$ cat src/rtl/ibex_bp_pkg.sv
// Shared types and constants for the fetch-stage branch-prediction controller.
package ibex_bp_pkg;

  // Instruction lengths in bytes, used to form the fall-through PC.
  localparam int unsigned BP_ILEN_C = 2;
  localparam int unsigned BP_ILEN_I = 4;

  // One outstanding prediction as recorded at push time.
  typedef struct packed {
    logic        taken;
    logic [31:0] target;
    logic [31:0] fallthrough;
  } bp_entry_t;

  typedef enum logic [0:0] {
    BP_RUN   = 1'b0,
    BP_FLUSH = 1'b1
  } bp_state_e;

endpackage

$ cat src/rtl/ibex_bp_fifo.sv
// Synchronous FIFO with push/pop/clear, occupancy count and full/empty flags.
// DEPTH must be a power of two so the read/write pointers wrap naturally.
module ibex_bp_fifo #(
  parameter int unsigned DEPTH = 4,
  parameter int unsigned WIDTH = 65
) (
  input  logic                       clk_i,
  input  logic                       rst_i,
  input  logic                       clear_i,
  input  logic                       push_i,
  input  logic [WIDTH-1:0]           wdata_i,
  input  logic                       pop_i,
  output logic [WIDTH-1:0]           rdata_o,
  output logic [$clog2(DEPTH):0]     count_o,
  output logic                       full_o,
  output logic                       empty_o
);

  localparam int unsigned PtrW = $clog2(DEPTH);
  localparam int unsigned CntW = PtrW + 1;

  logic [WIDTH-1:0] mem_q [DEPTH];
  logic [PtrW-1:0]  wptr_q, rptr_q;
  logic [CntW-1:0]  cnt_q, cnt_d;
  logic             push_ok, pop_ok;

  assign full_o  = (cnt_q == CntW'(DEPTH));
  assign empty_o = (cnt_q == '0);
  assign count_o = cnt_q;
  assign rdata_o = mem_q[rptr_q];

  assign push_ok = push_i & ~full_o;
  assign pop_ok  = pop_i & ~empty_o;

  // Occupancy update; simultaneous push and pop leaves the count unchanged.
  always_comb begin
    cnt_d = cnt_q;
    case ({push_ok, pop_ok})
      2'b10:   cnt_d = cnt_q + CntW'(1);
      2'b01:   cnt_d = cnt_q - CntW'(1);
      default: cnt_d = cnt_q;
    endcase
  end

  // Pointer and count registers; clear wins over push/pop.
  always_ff @(posedge clk_i or posedge rst_i) begin
    if (rst_i) begin
      wptr_q <= '0;
      rptr_q <= '0;
      cnt_q  <= '0;
    end else if (clear_i) begin
      wptr_q <= '0;
      rptr_q <= '0;
      cnt_q  <= '0;
    end else begin
      if (push_ok) wptr_q <= wptr_q + PtrW'(1);
      if (pop_ok)  rptr_q <= rptr_q + PtrW'(1);
      cnt_q <= cnt_d;
    end
  end

  // Storage array; contents are only meaningful below the count, so no reset.
  always_ff @(posedge clk_i) begin
    if (push_ok && !clear_i) mem_q[wptr_q] <= wdata_i;
  end

endmodule

$ cat src/rtl/ibex_bp_ctrl.sv
// Static branch-predictor sequencing controller: queues IF predictions in
// order, checks each against the EX resolution, and on a mispredict issues
// a one-cycle redirect then blocks predictions until IF acknowledges a flush.
// Optional saturating performance counters are enabled by IBEX_BP_PERF_EN.
module ibex_bp_ctrl
  import ibex_bp_pkg::*;
#(
  parameter int unsigned DEPTH    = 4,
  parameter int unsigned PerfCntW = 32
) (
  input  logic                clk_i,
  input  logic                rst_i,
  input  logic                pred_valid_i,
  output logic                pred_ready_o,
  input  logic                pred_taken_i,
  input  logic [31:0]         pred_target_i,
  input  logic [31:0]         pred_pc_i,
  input  logic                pred_compressed_i,
  input  logic                resolve_valid_i,
  input  logic                resolve_taken_i,
  input  logic [31:0]         resolve_target_i,
  output logic                redirect_o,
  output logic [31:0]         redirect_pc_o,
  input  logic                flush_ack_i,
  output logic                busy_o,
`ifdef IBEX_BP_PERF_EN
  output logic [PerfCntW-1:0] perf_resolved_o,
  output logic [PerfCntW-1:0] perf_mispredict_o,
`endif
  output logic                err_o
);

  bp_state_e             state_q, state_d;
  logic                  redirect_q;
  logic [31:0]           redirect_pc_q, redirect_pc_d;
  logic                  err_q;

  bp_entry_t             push_entry, head;
  logic [$clog2(DEPTH):0] count;
  logic                  full, empty;
  logic                  push, resolve_act, pop, mispredict, err_set;

  assign push_entry.taken       = pred_taken_i;
  assign push_entry.target      = pred_target_i;
  assign push_entry.fallthrough = pred_pc_i +
      (pred_compressed_i ? 32'(BP_ILEN_C) : 32'(BP_ILEN_I));

  assign pred_ready_o = (state_q == BP_RUN) & ~full;
  assign push         = pred_valid_i & pred_ready_o;
  assign resolve_act  = resolve_valid_i & (state_q == BP_RUN);
  assign pop          = resolve_act & ~empty;
  assign err_set      = resolve_act & empty;
  assign mispredict   = pop & ((resolve_taken_i != head.taken) |
                               (resolve_taken_i & head.taken &
                                (resolve_target_i != head.target)));
  assign redirect_pc_d = resolve_taken_i ? resolve_target_i : head.fallthrough;

  // A mispredict clears the whole queue and discards a same-cycle push.
  ibex_bp_fifo #(
    .DEPTH (DEPTH),
    .WIDTH ($bits(bp_entry_t))
  ) u_fifo (
    .clk_i   (clk_i),
    .rst_i   (rst_i),
    .clear_i (mispredict),
    .push_i  (push),
    .wdata_i (push_entry),
    .pop_i   (pop),
    .rdata_o (head),
    .count_o (count),
    .full_o  (full),
    .empty_o (empty)
  );

  // RUN/FLUSH sequencing; an ack arriving with the redirect pulse is too early.
  always_comb begin
    state_d = state_q;
    case (state_q)
      BP_RUN:   if (mispredict) state_d = BP_FLUSH;
      BP_FLUSH: if (flush_ack_i && !redirect_q) state_d = BP_RUN;
      default:  state_d = BP_RUN;
    endcase
  end

  // State, redirect pulse/PC and sticky error registers.
  always_ff @(posedge clk_i or posedge rst_i) begin
    if (rst_i) begin
      state_q       <= BP_RUN;
      redirect_q    <= 1'b0;
      redirect_pc_q <= '0;
      err_q         <= 1'b0;
    end else begin
      state_q    <= state_d;
      redirect_q <= mispredict;
      if (mispredict) redirect_pc_q <= redirect_pc_d;
      if (err_set)    err_q         <= 1'b1;
    end
  end

  assign redirect_o    = redirect_q;
  assign redirect_pc_o = redirect_pc_q;
  assign err_o         = err_q;
  assign busy_o        = (count != '0) | (state_q == BP_FLUSH);

`ifdef IBEX_BP_PERF_EN
  logic [PerfCntW-1:0] perf_res_q, perf_mis_q;

  // Saturating counters of resolved and mispredicted pops.
  always_ff @(posedge clk_i or posedge rst_i) begin
    if (rst_i) begin
      perf_res_q <= '0;
      perf_mis_q <= '0;
    end else begin
      if (pop && (perf_res_q != '1))        perf_res_q <= perf_res_q + PerfCntW'(1);
      if (mispredict && (perf_mis_q != '1)) perf_mis_q <= perf_mis_q + PerfCntW'(1);
    end
  end

  assign perf_resolved_o   = perf_res_q;
  assign perf_mispredict_o = perf_mis_q;
`endif

endmodule

$ cat config.mk
export PLATFORM = sky130hd
export DESIGN_NAME = ibex_bp_ctrl
export DESIGN_NICKNAME = d
export VERILOG_FILES = /design/src/rtl/ibex_bp_pkg.sv /design/src/rtl/ibex_bp_fifo.sv /design/src/rtl/ibex_bp_ctrl.sv
export SDC_FILE = /design/constraint.sdc
export NUM_CORES = 1
export LEC_CHECK = 0
export ABC_AREA = 1
export ABC_CLOCK_PERIOD_IN_PS = 5300
export CORE_MARGIN = 5
export CORE_UTILIZATION = 55
export CTS_CLUSTER_SIZE = 10
export DETAILED_ROUTE_END_ITERATION = 12
export PLACE_DENSITY = 0.78
export SYNTH_ARGS = -nofsm -noshare
export SYNTH_HDL_FRONTEND = slang
export SYNTH_SLANG_ARGS = --single-unit
$ cat constraint.sdc
create_clock -name clk_i -period 5.3 [get_ports clk_i]
set_input_delay 1.325 -clock clk_i [delete_from_list [all_inputs] [get_ports clk_i]]
set_output_delay 1.325 -clock clk_i [all_outputs]
set_load 0.05 [all_outputs]
== After elaboration in Yosys (flattened, before gate mapping) ==
Memories as Yosys holds them, arrays and structs flattened.
Index checks and enable logic that the tools add are counted.
Operators by class
  mux-type cells: 13
  equal/unequal tests: 5
  $add $sub $neg: 5
  reduce and logical (&&, ||, !) cells: 9
  bitwise logic cells: 15
Operator list (count)
  $add 32x3->32: 1
  $mux 32: 1
  $ne 32x32->1: 1
  $and 1x1->1: 10
  $mux 2: 4
  $mux 3: 2
  $pmux 3 s2: 1
  $reduce_bool 3->1: 2
  $add 2x1->2 const B: 2
  $mux 1: 4
  $reduce_bool 2->1: 2
  $add 3x1->3 const B: 1
  $eq 3x3->1 const B: 1
  $logic_not 3->1: 1
  $not 1->1: 3
  $sub 3x1->3 const B: 1
  $eq 2x1->1 const B: 1
  $eq 2x2->1 const B: 1
  $logic_and 1x1->1: 2
  $logic_not 1->1: 2
  $or 1x1->1: 2
  $pmux 1 s2: 1
  $ne 1x1->1: 1
Storage, ports and cells
  RAM bits: 260
  register bits after elaboration: 42
  output and inout bits: 36
  memories: 1
  logic and storage cells: 55
  input port bits: 104
Memories
  u_fifo.mem_q: words 4, bits a word 65, read ports 1, clocked after memory_dff 0, write ports 1, RTL line ibex_bp_fifo.sv:22  | logic [WIDTH-1:0] mem_q [DEPTH];

== Depth between registers and ports, before layout ==
An unclocked memory read counts as a cell.
  word-level depth: 9
  mapped depth: 20

== Hierarchy ==
From an unflattened synthesis, not the netlist that was laid out.
Second synthesis, totals
  cell total of the unflattened synthesis: 1108
  area total of the unflattened synthesis: 13595.5 um^2
Modules (own cells, without submodules)
  ibex_bp_fifo: area an instance 10654.0 um^2, times used 1, sequential area each 7982.7 um^2, cells an instance 696
  ibex_bp_ctrl: area an instance 2941.6 um^2, times used 1, sequential area each 875.8 um^2, cells an instance 412

== Worst setup path after synthesis ==
OpenSTA, ideal clock, no wires.
  path kind: input-to-reg
  start point: in resolve_target_i[25]
  end point: mem u_fifo.mem_q[0][0], enable pin
  path buffers: 1
  setup time: 0.436 ns
  stages on the path: 15
  data required time: 4.864 ns
  path slack: 0.987 ns
  arrival: 3.877 ns
  cell sequence: inv_1 -> nand3_1 -> nand2_1 -> inv_1 -> nand2_1 -> nor2_1 -> nand2_1 -> nor2_1 -> nand2_1 -> nand2_1 -> nand2_1 -> nand2_4 -> buf_6 -> nand2_4 -> nor2_2
On the way
  cells in the longest elaborated chain, start to end: 8
Ends and longest elaborated chain
  from (decl): RTL line ibex_bp_ctrl.sv:21  | input logic [31:0] resolve_target_i,
  $ne 32x32->1: RTL line ibex_bp_ctrl.sv:55  | (resolve_target_i != head.target)));
  $and 1x1->1: RTL line ibex_bp_ctrl.sv:54  | (resolve_taken_i & head.taken &
  $or 1x1->1: RTL line ibex_bp_ctrl.sv:53  | assign mispredict = pop & ((resolve_taken_i != head.taken) |
  $and 1x1->1: RTL line ibex_bp_ctrl.sv:53
  $logic_not 1->1: RTL line ibex_bp_fifo.sv:64  | if (push_ok && !clear_i) mem_q[wptr_q] <= wdata_i;
  $logic_and 1x1->1: RTL line ibex_bp_fifo.sv:64
  $mux 1: RTL line ibex_bp_fifo.sv:64
  $mux 1 (implied by the code): RTL line ibex_bp_fifo.sv:64
  to (decl): RTL line ibex_bp_fifo.sv:22
Every way passes these cells.

==> out/results.txt <==
Crit path to: u_fifo.mem_q[2][29]
Synthesis-stage register bit count: 302
Initial Util: 55.65%
WHS: 0.4625 ns
Cts repair resizes: 0
Worst Path Arrival: 4.11 ns
Finished Layout Cells: 1650
Initial antenna violation count: 0
Pwr dens: 537.3 nW/µm²
Detailed placement HPWL: 20730 µm
Met3 wire length: 2712 µm
Chip Height: 163.7 µm
Worst path slowest cell: clkdlybuf4s50_1
Final Hold Fails: 0
Clk pwr share: 26.1%
Multiplexer share of the synthesized area: 0.07709%
Seq/Total Area, Yosys: 68.22%
Max-slew violations: 0
Detail-routed via count per cell: 5.685
Main synth FF type: edfxtp_1
Clock transition at path regs: 0.06 ns
Critical Path, Cell by Cell: clkdlybuf4s50_1 > ha_1 > fa_1 > nand3_1 > nor2_1 > nand4_1 > nor2_2 > nand4_1 > nor4_1 > nand2_1 > xnor2_1
Cell family with most CP delay: simple AND/OR/NAND/NOR gates
Compound-Gate Fraction of Synth Area: 7.554%
Fin crit period: 3.804 ns
Peak supply drop: 0.0004771 V
CTS Sinks: 302
FF-to-FF setup slack: 1.69 ns
R2R depth: 18
Worst Setup Start Kind: primary input
Antenna cells: 0
Setup Buffers After CTS: 0
Fraction of registers with async set or reset after synthesis: 13.91%
Yosys cell types: 31
Leak: 5.933 nW
Die Width: 163.7 µm
Simple-gate share of the synthesized area: 17.05%
Xor and xnor area share after synthesis: 2.158%
Area grow syn2layout: 21.20%
CTS Root Cell: clkbuf_16
Post-route setup slack: 1.496 ns
Clock Latency Late Sink: 0.51 ns
Max Clk Rate: 262.9 MHz
Combinational Power Share: 35.4%
Setup crit start: pred_compressed_i
RR Startpoint: u_fifo.rptr_q[0]
Status: finished, final reports clean
Post-synth EDFFs: 260
Die ar.: 26780 µm²
HP Class: reg -> reg
Post-route DRC: 0
Num CTS Buffers: 36
CP required: 5.60 ns
Reg2Reg Capture Point: u_fifo.mem_q[3][16]
First-pass GRT wire length: 50430 µm
Final setup vio count: 0
Via count: 9381
Critical path buffer and inverter count: 1
Worst-margin pin slew: 0.9189 ns
Mapped Area: 12980 µm²
Mapped Cells: 1166
Core box area: 23330 µm²
Syn_nets: 1279
Routed WL: 32770 µm
Vias in the first global route: 9411
CP Class: in -> reg
Largest family of logic cells by synthesized area: simple AND/OR/NAND/NOR gates
Part of the power in registers: 38.6%
Synth Warn #: 0
Antenna-violating nets left: 0
Drt first-iter violations: 1000
CP Capture Type: flop
Adder-Cell Fraction of Synth Area: 0.9828%
M1 WL: 12880 µm
Post-Syn Area per Cell: 11.14 µm²
Total global routing track utilization: 24.41%
Setup WS pre-CTS: 1.038 ns
Placer Congestion: 0.8237
Highest routed layer: met4
Port bufs: 139
RSZ-0062 raised after global routing: no
Period utilization: 71.78%
Final #Nets: 1417
Pin count of the biggest net entering global routing: 71
Max-cap viol count: 0
CTS Hold Bufs: 0
H-tree depth: 2
Int Power: 0.005274 W
CP Max Fanout: 5
Slew margin rel.: 38.65%
WL per Instance: 19.86 µm
Overflow after GRT: 0
Detailed Routing Iterations Pass 1: 6
Clk_skew: 0.01649 ns
CTS tree: built
Max incr delay on CP: 0.48 ns
Cell depth of the worst setup path: 11
Sw Ratio: 37.63%
Number of instances in the placed design: 1585
Met2 routed WL: 16040 µm
Io pins: 140
Overall Power: 0.008456 W
# rows: 56
Setup_tns: 0 ns
Crit-path most repeated cell: nand4_1
CTS max path bufs: 3
Layout cells sized above 1: 5.485%
Sw power: 0.003182 W
==> registers in the layout, indices dropped and copies added, names as in the netlist <==
name            cells
err_o               1
u_fifo.wptr_q       2
state_q             1
u_fifo.mem_q      260
redirect_pc_o      32
redirect_o          1
u_fifo.rptr_q       2
u_fifo.count_o      3
==> cells in the final DEF, fill, tap and decap left out, drive strengths merged, types with 10 or more instances in the layout <==
master	netlist	routed
nand3	103	103
dfrtp	42	42
xor2	22	22
edfxtp	260	260
clkdlybuf4s50	0	139
xnor2	10	10
buf	30	17
inv	62	62
nor2	102	102
o21ai	134	134
clkbuf	26	62
nand2	308	308
o221ai	32	32
==> stage by stage <==
step | area, µm² | util, %
4_1_cts | 15740 | 67.45
3_5_place_dp | 14690 | 62.94
3_3_place_gp | 14690 | 62.94
2_1_floorplan | 12990 | -
6_report | 15740 | 67.45
5_1_grt | 15740 | 67.45
==> power groups by stage <==
stage | sequential, W | clock, W | combinational [W]
5_1_grt | 0.00330 | 0.00233 | 0.00328
3_5_place_dp | 0.00330 | 0 | 0.00297
3_3_place_gp | 0.00328 | 0 | 0.00287
2_1_floorplan | 0.00368 | 0 | 0.00162
4_1_cts | 0.00326 | 0.00223 | 0.00299
6_report | 0.00326 | 0.00220 | 0.00299
==> routing by layer <==
layer,vias up,track usage (%)
met5,-,0
met4,0,9.302
met3,79,4.567
met2,421,41.30
met1,4546,31.53
li1,4335,-
==> cell usage after synthesis (10+ instances only) <==
| master | number | area share, % |
|---|---|---|
| xnor2_1 | 10 | 0.67 |
| inv_1 | 60 | 1.7 |
| nand3_1 | 102 | 3.9 |
| clkbuf_1 | 26 | 0.75 |
| nor2_1 | 96 | 2.8 |
| edfxtp_1 | 260 | 60 |
| buf_2 | 18 | 0.69 |
| xor2_1 | 22 | 1.5 |
| o21ai_0 | 131 | 5.0 |
| nand2_1 | 306 | 8.8 |
| dfrtp_1 | 42 | 8.1 |
| o221ai_1 | 32 | 2.2 |
==> cells by family (layout without fill, tap and decap cells) <==
kind of cell | count (synthesis) | count (layout)
AO/OA/AOI/OAI | 171 | 171
XOR/XNOR | 32 | 32
adder cells (fa/ha/maj) | 9 | 9
buffers and inverters | 118 | 283
flip-flops | 302 | 302
multiplexers | 1 | 1
AND/OR/NAND/NOR | 533 | 533
==> worst min-delay path by stage <==
stage / start / end / slack [ns] / depth (start not counted)
5_1_grt: err_o / err_o / 0.49 / 1
4_1_cts: err_o / err_o / 0.47 / 1
6_report: err_o / err_o / 0.46 / 1
2_1_floorplan: state_q / state_q / 0.49 / 2
3_5_place_dp: err_o / err_o / 0.45 / 1
3_3_place_gp: err_o / err_o / 0.45 / 1
==> cell type report <==
| cell class | count | area, µm² |
|---|---|---|
| flip-flops and latches | 302 | 8864 |
| fillers | 1674 | 7595 |
| multi-input cells | 746 | 3632 |
| repair buffers | 156 | 1556 |
| clock buffers | 62 | 1030 |
| well taps | 319 | 399.1 |
| inverters | 62 | 234.0 |
| clock inverters | 3 | 22.52 |
Power figures use the tool's default switching activity.
